===== src/rtl/dcmac_0_ts_ctx_pkg.sv =====
// rtl/dcmac_0_ts_ctx_pkg.sv - context/record types and next-context function for the ts context updater
// DCMAC_TS_CTX_UPDATER_REORDER_CHK_EN enables backwards-timestamp detection in ctx_next().
package dcmac_0_ts_ctx_pkg;

    localparam int NUM_ID_P = 6;
    localparam int ID_W     = (NUM_ID_P == 1) ? 1 : $clog2(NUM_ID_P);
    localparam int TS_W     = 32;
    localparam int CNT_W    = 16;
    localparam int CTX_W    = 1 + CNT_W + TS_W;

    typedef struct packed {
        logic             seen;
        logic [CNT_W-1:0] count;
        logic [TS_W-1:0]  last_ts;
    } ctx_t;

    typedef struct packed {
        logic [ID_W-1:0]  id;
        logic [TS_W-1:0]  delta;
        logic [CNT_W-1:0] count;
        logic             first;
        logic             err;
    } out_rec_t;

    localparam int REC_W = $bits(out_rec_t);

    typedef struct packed {
        ctx_t     ctx;
        out_rec_t rec;
    } ctx_upd_t;

    function automatic ctx_upd_t ctx_next(input ctx_t cur, input logic [ID_W-1:0] id,
                                          input logic [TS_W-1:0] ts);
        ctx_upd_t        r;
        logic [TS_W-1:0] delta;
        delta         = ts - cur.last_ts;
        r.ctx.seen    = 1'b1;
        r.ctx.count   = cur.seen ? (cur.count + CNT_W'(1)) : CNT_W'(1);
        r.ctx.last_ts = ts;
        r.rec.id      = id;
        r.rec.delta   = cur.seen ? delta : '0;
        r.rec.count   = r.ctx.count;
        r.rec.first   = !cur.seen;
        r.rec.err     = 1'b0;
`ifdef DCMAC_TS_CTX_UPDATER_REORDER_CHK_EN
        // A modular backwards step keeps the old reference so later deltas stay sane
        if (cur.seen && delta[TS_W-1]) begin
            r.rec.err     = 1'b1;
            r.rec.delta   = '0;
            r.ctx.last_ts = cur.last_ts;
        end
`endif
        return r;
    endfunction

endpackage


===== src/rtl/dcmac_0_ts_ctx_ofifo.sv =====
// rtl/dcmac_0_ts_ctx_ofifo.sv - synchronous record FIFO with occupancy count
module dcmac_0_ts_ctx_ofifo #(
    parameter  int W     = 8,
    parameter  int DEPTH = 4,
    localparam int AW    = $clog2(DEPTH),
    localparam int CNTW  = AW + 1
) (
    input  logic            clk,
    input  logic            rst,
    input  logic            push,
    input  logic [W-1:0]    push_data,
    input  logic            pop,
    output logic            out_valid,
    output logic [W-1:0]    out_data,
    output logic [CNTW-1:0] count
);

    logic [W-1:0]    mem_q [DEPTH];
    logic [W-1:0]    mem_d [DEPTH];
    logic [AW-1:0]   wr_ptr_q, wr_ptr_d, rd_ptr_q, rd_ptr_d;
    logic [CNTW-1:0] count_q, count_d;
    logic            do_push, do_pop;

    assign do_pop  = pop && (count_q != '0);
    assign do_push = push && (count_q != CNTW'(DEPTH));

    always_comb begin
        mem_d = mem_q;
        if (do_push) mem_d[wr_ptr_q] = push_data;
        wr_ptr_d = wr_ptr_q + AW'(do_push);
        rd_ptr_d = rd_ptr_q + AW'(do_pop);
        count_d  = count_q + CNTW'(do_push) - CNTW'(do_pop);
    end

    always_ff @(posedge clk) begin
        if (rst) begin
            for (int i = 0; i < DEPTH; i++) mem_q[i] <= '0;
            wr_ptr_q <= '0;
            rd_ptr_q <= '0;
            count_q  <= '0;
        end else begin
            mem_q    <= mem_d;
            wr_ptr_q <= wr_ptr_d;
            rd_ptr_q <= rd_ptr_d;
            count_q  <= count_d;
        end
    end

    assign out_valid = (count_q != '0);
    assign out_data  = mem_q[rd_ptr_q];
    assign count     = count_q;

endmodule


===== src/rtl/dcmac_0_ts_ctx_updater.sv =====
// rtl/dcmac_0_ts_ctx_updater.sv - per-ID timestamp context read-modify-write with delta record FIFO
// DCMAC_TS_CTX_UPDATER_REORDER_CHK_EN adds out_err reporting and the err_cnt port.
module dcmac_0_ts_ctx_updater
    import dcmac_0_ts_ctx_pkg::*;
#(
    parameter  int NUM_ID     = NUM_ID_P,
    parameter  int TSW        = TS_W,
    parameter  int CNTW       = CNT_W,
    parameter  int FIFO_DEPTH = 4,
    localparam int IDW        = (NUM_ID == 1) ? 1 : $clog2(NUM_ID),
    localparam int CW         = 1 + CNTW + TSW
) (
    input  logic            clk,
    input  logic            rst,
    input  logic            in_valid,
    output logic            in_ready,
    input  logic [IDW-1:0]  in_id,
    input  logic [TSW-1:0]  in_ts,
    output logic [IDW-1:0]  ctx_rd_id,
    output logic            ctx_ena,
    output logic [CW-1:0]   ctx_dat,
    input  logic [CW-1:0]   ctx_q,
    input  logic            ctx_init,
    output logic            out_valid,
    input  logic            out_ready,
    output logic [IDW-1:0]  out_id,
    output logic [TSW-1:0]  out_delta,
    output logic [CNTW-1:0] out_count,
    output logic            out_first,
    output logic            out_err
`ifdef DCMAC_TS_CTX_UPDATER_REORDER_CHK_EN
   ,output logic [15:0]     err_cnt
`endif
);

    localparam int FCW = $clog2(FIFO_DEPTH) + 1;

    logic            s1_valid_q, s1_valid_d;
    logic [IDW-1:0]  s1_id_q, s1_id_d;
    logic [TSW-1:0]  s1_ts_q, s1_ts_d;
    logic [FCW-1:0]  fifo_count;
    logic            accept;
    ctx_upd_t        upd;
    out_rec_t        rec_out;

    // Credit check counts the S1 event so its push can never find the FIFO full
    assign in_ready = !rst && !ctx_init &&
                      ((32'(fifo_count) + 32'(s1_valid_q)) < 32'(FIFO_DEPTH));
    assign accept   = in_valid && in_ready;

    always_comb begin
        s1_valid_d = accept;
        s1_id_d    = accept ? in_id : s1_id_q;
        s1_ts_d    = accept ? in_ts : s1_ts_q;
    end

    always_ff @(posedge clk) begin
        if (rst) begin
            s1_valid_q <= 1'b0;
            s1_id_q    <= '0;
            s1_ts_q    <= '0;
        end else begin
            s1_valid_q <= s1_valid_d;
            s1_id_q    <= s1_id_d;
            s1_ts_q    <= s1_ts_d;
        end
    end

    // Same-ID back-to-back events see the previous write through the memory bypass
    assign upd       = ctx_next(ctx_t'(ctx_q), s1_id_q, s1_ts_q);
    assign ctx_rd_id = in_id;
    assign ctx_ena   = s1_valid_q;
    assign ctx_dat   = s1_valid_q ? upd.ctx : '0;

    dcmac_0_ts_ctx_ofifo #(
        .W     (REC_W),
        .DEPTH (FIFO_DEPTH)
    ) u_ofifo (
        .clk       (clk),
        .rst       (rst),
        .push      (s1_valid_q),
        .push_data (upd.rec),
        .pop       (out_ready),
        .out_valid (out_valid),
        .out_data  (rec_out),
        .count     (fifo_count)
    );

    assign out_id    = rec_out.id;
    assign out_delta = rec_out.delta;
    assign out_count = rec_out.count;
    assign out_first = rec_out.first;
    assign out_err   = rec_out.err;

`ifdef DCMAC_TS_CTX_UPDATER_REORDER_CHK_EN
    logic [15:0] err_cnt_q, err_cnt_d;

    always_comb begin
        err_cnt_d = err_cnt_q;
        if (s1_valid_q && upd.rec.err && (err_cnt_q != 16'hFFFF)) err_cnt_d = err_cnt_q + 16'd1;
    end

    always_ff @(posedge clk) begin
        if (rst) err_cnt_q <= '0;
        else     err_cnt_q <= err_cnt_d;
    end

    assign err_cnt = err_cnt_q;
`endif

endmodule


===== config.mk =====
export PLATFORM = sky130hd
export DESIGN_NAME = dcmac_0_ts_ctx_updater
export DESIGN_NICKNAME = d
export VERILOG_FILES = /design/src/rtl/dcmac_0_ts_ctx_pkg.sv /design/src/rtl/dcmac_0_ts_ctx_ofifo.sv /design/src/rtl/dcmac_0_ts_ctx_updater.sv
export SDC_FILE = /design/constraint.sdc
export NUM_CORES = 1
export LEC_CHECK = 0
export CORE_AREA = 5 5 210 212
export CTS_CLUSTER_DIAMETER = 80
export DETAILED_ROUTE_END_ITERATION = 12
export DIE_AREA = 0 0 215 217
export GPL_TIMING_DRIVEN = 0
export PLACE_DENSITY = 0.56
export SKIP_CTS_REPAIR_TIMING = 1
export SYNTH_ARGS = -nofsm -noshare
export SYNTH_HDL_FRONTEND = slang
export SYNTH_SLANG_ARGS = --single-unit
export TNS_END_PERCENT = 50

===== constraint.sdc =====
create_clock -name clk -period 4 [get_ports clk]
set_input_delay 0.4 -clock clk [delete_from_list [all_inputs] [get_ports clk]]
set_output_delay 0.4 -clock clk [all_outputs]
set_load 0.01 [all_outputs]

==> flow_summary_export.csv <==
group,metric,value,unit
timing,rsz0062_at_grt,"no",
flow_run,cap_violations,0,
placement,dpl_cell_area,15100,um^2
power_and_ir_drop,switchingPower,1940,uW
power_and_ir_drop,powerDensity,422,nW/um^2
clock_tree,cts_sinks,251,
placement,post-dp-hpwl,32.4,mm
synth,syn_inst,1452,
worst_setup_path,r2r-start,"s1_ts_q[0]",
final_layout,fill_cells,4146,
power_and_ir_drop,power.internal,4860,uW
synth,synth.distinct_cells,67,
detailed_routing,via_per_inst,5.16,
detailed_routing,first_iter_violations,744,
final_layout,final_area,16100,um^2
final_layout,final_layout_size_suffix_gt1_share,8.23,%
global_route,grt_pass1_vias,11300,
detailed_routing,wl_met1,19.4,mm
worst_setup_path,required,3.60,ns
die,rows,75,
clock_tree,cts-root-buf,"clkbuf_16",
min_path,min_to,"s1_ts_q[23]",
timing,fin_setup_tns,0,ns
timing,relSlewSlack,31.8,%
timing,drv_slew,0,
placement,port_buffers,195,
die,fp.dieArea,46700,um^2
global_route,grt_max_degree,15,
synth,synth_async_sr_flop_share,0,%
synth,synth-edff-count,0,
detailed_routing,num_vias,11600,
clock_tree,tritoncts,"built",
global_route,grt_pass1_wl,65.6,mm
power_and_ir_drop,seq_power_share,38.4,%
clock_tree,cts_buffer_depth,3,
synth,synth_top_area_share,40.4,%
worst_setup_path,worst_setup_path_start_kind,"flop",
worst_setup_path,cp_max_fo,10,
detailed_routing,wl_per_cell,19.2,um
final_layout,regArea,5020,um^2
power_and_ir_drop,p_comb_share,19.1,%
global_route,grt.overflow.total,0,
min_path,hold_path_depth,3,
detailed_routing,met3_length,2.76,mm
power_and_ir_drop,power.share.clock,42.5,%
timing,hold_violations,0,
detailed_routing,routed.top_layer,"met4",
detailed_routing,antenna_left,0,
synth,synth_area_per_cell,8.58,um^2
min_path,worstHoldStart,"in_ts[23]",
synth,yosys_warnings,0,
placement,place_congestion,0.869,
timing,finalCritPeriodShare,91.6,%
final_layout,multiInputGateArea,6860,um^2
timing,period_needed,3.67,ns
die,initial_utilization,29.8,%
clock_tree,clk_latency,0.56,ns
synth,syn_nets,1581,
synth,synthFlopType,"dfxtp_1",
clock_tree,cts_buffers,29,
timing,fmax,273,MHz
die,die_x,215,um
final_layout,area_growth,29.6,%
power_and_ir_drop,totalPowerFinal,6810,uW
detailed_routing,wl_met2,19.3,mm
worst_setup_path,r2r_end,"u_ofifo.mem_q[152]",
worst_setup_path,r2r.worst_path.cells,10,
min_path,hp-class,"in -> reg",
clock_tree,clkSlewWorstSetupHoldPaths,0.06,ns
worst_setup_path,arrival,3.27,ns
synth,yosysMostFrequentCell,"nand2_1",
timing,finalClockSkew,0.0150,ns
final_layout,nets,1807,
synth,synth_area_leader_cell,"dfxtp_1",
synth,synth_seq_cells,251,
synth,ys_top_cells_by_count,"nand2_1 (326), dfxtp_1 (251), a21oi_1 (169), nor2_1 (88), clkbuf_1 (74)",
synth,synth.area.top_cells,"dfxtp_1 (40%), nand2_1 (9.8%), mux4_2 (9.4%), a21oi_1 (6.8%), ha_1 (3.8%)",
timing,setup_viol,0,
detailed_routing,dr.pass1.iters,6,
die,core,41800,um^2
worst_setup_path,endpoint_kind,"output pin",
worst_setup_path,path_class,"reg -> out",
detailed_routing,wl,42.9,mm
worst_setup_path,ff2ff_setup_slack,0.93,ns
global_route,track_usage,17.6,%
die,die_y,217,um
status,outcome,"complete, no violations",
synth,netlist_area,12500,um^2
synth,ys_seq_area_share,40.4,%
global_route,antenna_found_initial,0,
detailed_routing,drc,0,
power_and_ir_drop,peakVddDrop,263,uV
clock_tree,cts_max_level,1,
power_and_ir_drop,swShare,28.5,%
timing,tightest_slew,1.02,ns
power_and_ir_drop,power.leakage,0.00571,uW
die,io_pins,197,
final_layout,n_antenna_cell,0,
-- how the worst max path moves through the flow --
stage / cells after the start / start / endpoint
6_report: 4 / u_ofifo.rd_ptr_q[0] / out_delta[17]
5_1_grt: 4 / u_ofifo.rd_ptr_q[0] / out_delta[17]
4_1_cts: 4 / u_ofifo.rd_ptr_q[0] / out_delta[17]
3_5_place_dp: 10 / ctx_q[0] / u_ofifo.mem_q[152]
3_3_place_gp: 10 / ctx_q[0] / u_ofifo.mem_q[46]
2_1_floorplan: 9 / ctx_q[0] / u_ofifo.mem_q[42]
-- logic make-up (layout without fill, tap and decap cells) --
| group | Yosys count | after routing | share of synthesized area (%) |
|---|---|---|---|
| mux | 55 | 55 | 9.65 |
| fa+ha+maj | 40 | 40 | 4.14 |
| compound gates | 362 | 362 | 18.7 |
| simple gates | 565 | 565 | 20.0 |
| buf+inv | 143 | 392 | 4.59 |
| xor+xnor | 35 | 35 | 2.46 |
| other cells | 1 | 1 | 0.0301 |
| flops | 251 | 251 | 40.4 |
-- per-layer routing --
metal | up-vias | track usage [%]
met5 | - | 0
met4 | 0 | 6.08
met3 | 74 | 2.90
met2 | 372 | 27.8
met1 | 5553 | 24.5
li1 | 5555 | -
-- sequential cells by signal, indices dropped and copies added, names as in the netlist --
name	cells
u_ofifo.mem_q	208
s1_id_q	3
u_ofifo.wr_ptr_q	2
ctx_ena	1
u_ofifo.count	3
u_ofifo.rd_ptr_q	2
s1_ts_q	32
-- layout by cell type, fill, tap and decap left out, types with 16 or more instances in the layout --
| cell type | synthesis | final |
|---|---|---|
| nor2_1 | 88 | 88 |
| clkbuf_1 | 74 | 77 |
| mux4_2 | 52 | 52 |
| o21ai_0 | 45 | 45 |
| clkdlybuf4s50_1 | 0 | 195 |
| dfxtp_1 | 251 | 251 |
| a22oi_1 | 20 | 20 |
| clkbuf_16 | 0 | 29 |
| inv_1 | 42 | 42 |
| a21oi_1 | 169 | 169 |
| xnor2_1 | 21 | 21 |
| a22o_1 | 48 | 48 |
| and2_1 | 45 | 45 |
| nor3_1 | 16 | 16 |
| and3_1 | 16 | 16 |
| nand2_1 | 326 | 326 |
| nand3_1 | 22 | 22 |
| ha_1 | 38 | 38 |
-- cell type report --
type	count	share of cell area (%)
Multi-Input combinational cell	1058	42.5
Sequential cell	251	31.1
Timing Repair Buffer	195	12.1
Clock buffer	34	4.74
Tap cell	539	4.18
Buffer	99	2.52
Clock inverter	20	1.79
Inverter	44	1.02
-- critical path, cell delays in order, from the launching register on --
cell	delay [ns]
dfxtp_1	0.34
clkbuf_1	0.36
buf_1	0.80
mux4_2	0.68
clkdlybuf4s50_1	0.51
-- power groups by stage --
stage | Clock, uW | Combinational, uW | Sequential, uW
3_5_place_dp | 0 | 1300 | 2670
4_1_cts | 2940 | 1300 | 2610
6_report | 2900 | 1300 | 2610
5_1_grt | 3040 | 1420 | 2620
2_1_floorplan | 0 | 802 | 2650
3_3_place_gp | 0 | 1290 | 2660
-- stage by stage --
stage          utilization (%)  instances  hold slack (ns)  setup slack [ns]
6_report                  38.6       2240            0.388             0.334
2_1_floorplan                -       1452            0.420              1.44
3_5_place_dp              36.1       2186            0.438             0.477
3_3_place_gp              36.1       2186            0.429             0.522
5_1_grt                   38.6       2240            0.400             0.135
4_1_cts                   38.6       2240            0.367             0.258
(Power assumes the default switching activity.)
